`config.mk`:
```
export PLATFORM = sky130hd
export DESIGN_NAME = generic_fifo_dc_flat
export DESIGN_NICKNAME = d
export VERILOG_FILES = /design/src/rtl/generic_fifo_dc_if.sv /design/src/rtl/generic_fifo_dc.sv /design/src/flat_wrapper.sv
export SDC_FILE = /design/constraint.sdc
export NUM_CORES = 2
export LEC_CHECK = 0
export BUFFER_PORTS_ARGS = -buffer_cell sky130_fd_sc_hd__buf_4
export CAP_MARGIN = 10
export CORE_ASPECT_RATIO = 0.7
export CORE_MARGIN = 4
export CORE_UTILIZATION = 62
export DETAILED_ROUTE_END_ITERATION = 8
export GPL_TIMING_DRIVEN = 0
export PLACE_DENSITY_LB_ADDON = 0.15
export REMOVE_ABC_BUFFERS = 1
export SETUP_SLACK_MARGIN = 0.05
export SLEW_MARGIN = 20
export SYNTH_ARGS = -nofsm -noshare
export SYNTH_HDL_FRONTEND = slang
export SYNTH_SLANG_ARGS = --single-unit
```
`constraint.sdc`:
```
create_clock -name clk -period 3.97 [get_ports clk]
set_input_delay 0.397 -clock clk [delete_from_list [all_inputs] [get_ports clk]]
set_output_delay 0.397 -clock clk [all_outputs]
set_load 0.02 [all_outputs]
```
`src/rtl/generic_fifo_dc_if.sv`:
```
// generic_fifo_dc_if
// Groups the producer/consumer handshake of generic_fifo_dc.
//   slave  : the FIFO side. It takes clr/din/we/re and drives dout and the
//            status flags.
//   master : the user side. It drives clr/din/we/re and observes dout and
//            the status flags.
// clr, we and re are single-cycle strobes in the FIFO clock domain.
interface generic_fifo_dc_if #(
  parameter int dw = 8,
  parameter int aw = 8
);
  logic          clr;
  logic [dw-1:0] din;
  logic          we;
  logic          re;
  logic [dw-1:0] dout;
  logic          full;
  logic          empty;
  logic          full_n;
  logic          empty_n;
  logic [1:0]    level;

  modport slave (
    input  clr, din, we, re,
    output dout, full, empty, full_n, empty_n, level
  );

  modport master (
    output clr, din, we, re,
    input  dout, full, empty, full_n, empty_n, level
  );
endinterface

```
`src/rtl/generic_fifo_dc.sv`:
```
// generic_fifo_dc
// Single-clock FIFO with 2^aw words of dw bits each. It provides exact
// full/empty flags, near-full and near-empty flags with margin n, and a
// 2-bit coarse fill level. A write while full or a read while empty is
// ignored.
// Ports:
//   clk : clock. All state changes happen on its rising edge.
//   rst : asynchronous active-high reset.
//   bus : generic_fifo_dc_if.slave, which carries
//         clr, din, we, re -> dout, full, empty, full_n, empty_n, level.
module generic_fifo_dc #(
  parameter int dw = 8,
  parameter int aw = 8,
  parameter int n  = 9
) (
  input  logic              clk,
  input  logic              rst,
  generic_fifo_dc_if.slave  bus
);

  localparam int         DEPTH     = 1 << aw;
  localparam logic [aw:0] DEPTH_C  = (aw+1)'(DEPTH);
  localparam logic [aw:0] FULL_N_C = (aw+1)'(DEPTH - n);
  localparam logic [aw:0] EMPTY_N_C = (aw+1)'(n);

  logic [dw-1:0] mem_q [DEPTH];
  logic [aw-1:0] wp_q, wp_d;
  logic [aw-1:0] rp_q, rp_d;
  logic [aw:0]   cnt_q, cnt_d;
  logic [dw-1:0] dout_q, dout_d;

  logic full_w, empty_w, we_ok, re_ok;

  // The flags depend only on the registered count. Because of that,
  // we/re/din never reach an output combinationally.
  assign full_w  = (cnt_q == DEPTH_C);
  assign empty_w = (cnt_q == '0);

  // Gating each strobe by its own flag covers the simultaneous cases.
  // When empty, only the write is taken. When full, only the read is taken.
  assign we_ok = bus.we & ~full_w;
  assign re_ok = bus.re & ~empty_w;

  always_comb begin
    wp_d   = wp_q;
    rp_d   = rp_q;
    cnt_d  = cnt_q;
    dout_d = dout_q;
    if (bus.clr) begin
      // dout keeps its value across a clear.
      wp_d  = '0;
      rp_d  = '0;
      cnt_d = '0;
    end else begin
      if (we_ok) wp_d = wp_q + 1'b1;
      if (re_ok) begin
        rp_d   = rp_q + 1'b1;
        dout_d = mem_q[rp_q];
      end
      case ({we_ok, re_ok})
        2'b10:   cnt_d = cnt_q + 1'b1;
        2'b01:   cnt_d = cnt_q - 1'b1;
        default: cnt_d = cnt_q;
      endcase
    end
  end

  always_ff @(posedge clk or posedge rst) begin
    if (rst) begin
      wp_q   <= '0;
      rp_q   <= '0;
      cnt_q  <= '0;
      dout_q <= '0;
    end else begin
      wp_q   <= wp_d;
      rp_q   <= rp_d;
      cnt_q  <= cnt_d;
      dout_q <= dout_d;
    end
  end

  // The storage array has no reset. Its contents are don't-care until
  // they are written.
  always_ff @(posedge clk) begin
    if (!bus.clr && we_ok) mem_q[wp_q] <= bus.din;
  end

  assign bus.dout    = dout_q;
  assign bus.full    = full_w;
  assign bus.empty   = empty_w;
  assign bus.full_n  = (cnt_q >= FULL_N_C);
  assign bus.empty_n = (cnt_q <= EMPTY_N_C);
  assign bus.level   = full_w ? 2'b11 : cnt_q[aw-1:aw-2];

endmodule

```
`src/flat_wrapper.sv`:
```
// flat-port wrapper written by rule: the top's interface ports become plain ports
module generic_fifo_dc_flat 
#(
  parameter int dw = 8,
  parameter int aw = 8,
  parameter int n  = 9
)
  (clk, rst, bus_clr, bus_din, bus_we, bus_re, bus_dout, bus_full, bus_empty, bus_full_n, bus_empty_n, bus_level);
  generic_fifo_dc_if #(.dw(dw), .aw(aw)) bus_i ();
  input  logic clk;
  input  logic rst;
  input wire logic [$bits(bus_i.clr)-1:0] bus_clr;
  input wire logic [$bits(bus_i.din)-1:0] bus_din;
  input wire logic [$bits(bus_i.we)-1:0] bus_we;
  input wire logic [$bits(bus_i.re)-1:0] bus_re;
  output wire logic [$bits(bus_i.dout)-1:0] bus_dout;
  output wire logic [$bits(bus_i.full)-1:0] bus_full;
  output wire logic [$bits(bus_i.empty)-1:0] bus_empty;
  output wire logic [$bits(bus_i.full_n)-1:0] bus_full_n;
  output wire logic [$bits(bus_i.empty_n)-1:0] bus_empty_n;
  output wire logic [$bits(bus_i.level)-1:0] bus_level;
  assign bus_i.clr = bus_clr;
  assign bus_i.din = bus_din;
  assign bus_i.we = bus_we;
  assign bus_i.re = bus_re;
  assign bus_dout = bus_i.dout;
  assign bus_full = bus_i.full;
  assign bus_empty = bus_i.empty;
  assign bus_full_n = bus_i.full_n;
  assign bus_empty_n = bus_i.empty_n;
  assign bus_level = bus_i.level;
  generic_fifo_dc #(.dw(dw), .aw(aw), .n(n)) u_core (.clk(clk), .rst(rst), .bus(bus_i));
endmodule
```
==> results.md <==
- Core Region: around 130,000 um^2
- VDD IR max: 0.0005315 V
- Synthesized area: 81,590 um^2
- Total number of vias: 41,190
- Height of the die: 311.5 um
- Failing checks: negative setup slack
- Clk sinks: 2,081
- Post-synthesis simple-gate area fraction: between 2 and 3%
- Leakage: between 20 and 30 nW
- Final Power: 51.58 mW
- Post-synth ARST share: approximately 1.6%
- Footprint of the multi-input gates: 18,460 um^2
- Synth cell types: 71
- FP Rows: ~110
- RSZ-0062 raised after global routing: true
- Die area: 137,600 um^2
- Crit path capture type: flop
- R2R cell count: 6
- Crit path arrival time: 4.49 ns
- Initial antenna violation count: 4
- Io pins: 27
- Vias in the first global route: 39,890
- Register area share after synthesis: approximately 76%
- Tmin final: just over 4 ns
- Cells after Synth: between 3,000 and 4,000
- GRT overflow: 0
- Sw power: 13.35 mW
- CP startpoint: u_core.cnt_q[3]
- Clock skew: roughly 0.032 ns
- Max_cap viols: 0
- Critical Path Start Type: flop
- Count of pins over their slew limit: 0
- TritonRoute pass-1 iters: 6
- Remaining DRCs: 0
- Final Util: 69.98%
- Skew-Pair Late Insertion Delay: 0.82 ns
- Register bit total from synthesis: between 2,000 and 2,500
- Worst-case clock buffer depth: 3
- Critical-path top delay cell: nor2_1
- FF+latch area: around 62,000 um^2
- CP required: 4.40 ns
- First-pass GRT wire length: 296,700 um
- Final hold violations: 0
- Filler Cell Count: 7,847
- Largest net degree at the start of global routing: 135
- Initial core utilization: 62.37%
- Combinational share of power: about a fifth
- # setup viols final: 128
- GRT Util Overall: 30.63%
- CTS tree: done
- HP Class: in -> reg
- Worst slew margin: between 20 and 25%
- RePlAce Congestion: 0.8812
- Clock transition at path regs: around 0.07 ns
- Largest family of logic cells by synthesized area: multiplexers
- Post-DP HPWL: 124,500 um
- Worst Setup EP: u_core.mem_q[60][0]
- Top FF cell, synth: edfxtp_1
- Synth Area in XOR/XNOR: 0.2254%
- DRT iter0 DRCs: 6,686
- Internal Power: approximately 38 mW
- Buffers on Ports: 26
- Post-synth EDFFs: 2,048
- H-tree depth: 4
- P per Cell Area: roughly 560 nW/um^2
- Switching share of power: 25.88%
- Final WS setup: -0.08670 ns
- Warning count from the yosys run: 0
- CP cell instances: or4_4 -> o31ai_4 -> or2_2 -> nor3_1 -> nand2_1 -> nor2_1
- Routed wire length per instance: 35.42 um
- Slew @ Worst Pin: 1.162 ns
- Compound-Gate Fraction of Synth Area: 2.633%
- Sequential power share: 47.3%
- Adder-Cell Fraction of Synth Area: 0.1227%
- Layout Nets: 3,988
- Antenna Nets Post-Route: 0
- Power share of the clock group: roughly 33%
- Width of the die: around 440 um
- Worst path max stage delay: 0.85 ns
- Setup slack, reg-to-reg: -0.09 ns
- Fin Hold WS: about 0.091 ns
- Reg2Reg Capture Point: u_core.mem_q[60][0]
- Via density: 7.017
- Crit Path Class: reg -> reg
- Outcome: finished with violations
- Total Wirelength: 208,000 um
- Top achievable clock speed: 246.5 MHz
- Area grow syn2layout: 12.20%
- CP max FO: 16
- Fraction of layout cells with a size suffix above 1: 26.44%
- Post-synthesis mux area share: 16.23%
- Final worst path period share: 102.2%
- Synth Area per Inst: 21.09 um^2
- Reg2reg start: u_core.cnt_q[3]
- CTS root buffer: clkbuf_16
- Number of buffers created by CTS: 183
==> worst min-delay path by stage <==
stage	start	endpoint	slack (ns)	cells after the start
after global placement	u_core.bus.dout[0]	u_core.bus.dout[0]	0.48	2
after CTS	bus_re	u_core.rp_q[1]	0.02	4
after floorplan	bus_clr	u_core.cnt_q[8]	0.46	1
after detailed placement	rst	u_core.bus.dout[1]	0.49	2
after global routing	bus_re	u_core.rp_q[1]	0.07	4
final	bus_re	u_core.rp_q[1]	0.09	4
==> logic make-up after synthesis <==
| logic type | count (synthesis) |
|---|---|
| muxes | 705 |
| DFF | 2081 |
| adders and majority gates | 8 |
| xor gates and xnor gates | 21 |
| AOI/OAI and AO/OA | 307 |
| and+or+nand+nor | 500 |
| buffers and inverters | 247 |
==> layout by cell type, fill, tap and decap left out, types with 12 or more instances in the layout <==
cell	netlist	routed
a211oi_1	16	12
a21oi_1	64	63
a221oi_1	25	21
a22oi_1	23	22
buf_12	1	28
buf_16	0	50
buf_4	18	36
clkbuf_1	92	53
clkbuf_16	0	193
clkinv_1	0	45
clkinv_2	0	25
dfrtp_1	33	26
edfxtp_1	2048	2048
mux2i_1	204	201
mux4_2	491	491
nand2_1	61	43
nand2_2	1	19
nand3_1	23	17
nor2_1	328	201
nor2_2	0	125
nor3_1	20	20
o21ai_0	23	20
o21ai_1	19	20
o221ai_1	26	23
o22ai_1	36	36
==> metal layers <==
metal / vias to the layer above / routed length (um) / track usage, % / part of all wire [%]
li1: 16330 / - / - / -
met2: 2917 / 90700 / 41.56 / 44
met5: - / 59 / 0.2104 / 0.028
met3: 372 / 27910 / 10.11 / 13
met1: 21570 / 83110 / 47.85 / 40
met4: 4 / 6200 / 9.706 / 3.0
==> power by group through the flow <==
stage | sequential, mW | combinational (mW) | clock, mW
CTS | 24.4 | 9.65 | 17.3
floorplan | 25.3 | 4.65 | 0
finish | 24.4 | 9.98 | 17.2
global route | 24.4 | 10.4 | 18.4
detailed placement | 24.9 | 9.10 | 0
global placement | 25.4 | 5.17 | 0
==> worst max-delay path, delay by kind of cell (launching register included) <==
| kind | cells | cell delay [ns] |
|---|---|---|
| compound gates | 1 | 0.17 |
| flops | 1 | 0.59 |
| simple gates | 5 | 2.90 |
==> cell usage after synthesis (9+ instances only) <==
library cell | number | area, um^2
buf_2 | 67 | 335.3
xor2_1 | 11 | 96.34
xnor2_1 | 10 | 87.58
a21oi_1 | 64 | 320.3
nor3_1 | 20 | 100.1
nand2_1 | 61 | 229.0
nand3_1 | 23 | 115.1
o221ai_1 | 26 | 227.7
o22ai_1 | 36 | 225.2
a22o_1 | 9 | 78.83
buf_4 | 18 | 135.1
a22oi_1 | 23 | 172.7
mux4_2 | 491 | 11060
mux2i_1 | 204 | 2042
buf_6 | 35 | 394.1
inv_1 | 9 | 33.78
a211oi_1 | 16 | 120.1
edfxtp_1 | 2048 | 61500
dfrtp_1 | 33 | 825.8
o21ai_1 | 19 | 95.09
clkbuf_1 | 92 | 345.3
o21ai_0 | 23 | 115.1
buf_8 | 9 | 135.1
nor2b_1 | 14 | 87.58
buf_1 | 14 | 52.55
a221oi_1 | 25 | 219.0
nor2_1 | 328 | 1231
==> what timing repair did <==
| item | in CTS | in global routing |
|---|---|---|
| setup endpoints to repair | 498 | 1220 |
| hold buffers | 9 | 0 |
| endpoints found under the hold margin | 261 | 0 |
| setup buffers | 13 | 9 |
| gates resized for setup | 62 | 106 |
| pin swaps | 3 | 6 |
| gates cloned | 7 | 5 |
==> through the flow <==
stage,setup TNS (ns),setup slack [ns],cells,cell area [um^2]
after floorplan,-284.92,-20.00,3633,80180
after global placement,-1624.36,-35.29,5410,82560
after detailed placement,-14.69,-0.6174,5490,84720
after CTS,-24.02,-0.1609,5855,91000
after global routing,-114.15,-0.2698,5869,91540
final,-4.161,-0.08670,5871,91550
==> state kept, by name (all words and copies together) (netlist names) <==
name	count
u_core.bus.dout	8
u_core.mem_q	2048
u_core.rp_q	8
u_core.cnt_q	9
u_core.wp_q	8
==> cell type report <==
cell class	instances	share of cell area, %
well taps	1751	2.393
inverters	11	0.04510
clock buffers	241	5.356
flip-flops and latches	2081	68.10
repair buffers	149	3.112
multi-input cells	1541	20.17
diodes	2	0.005467
clock inverters	95	0.8200
Power figures use the tool's default switching activity.
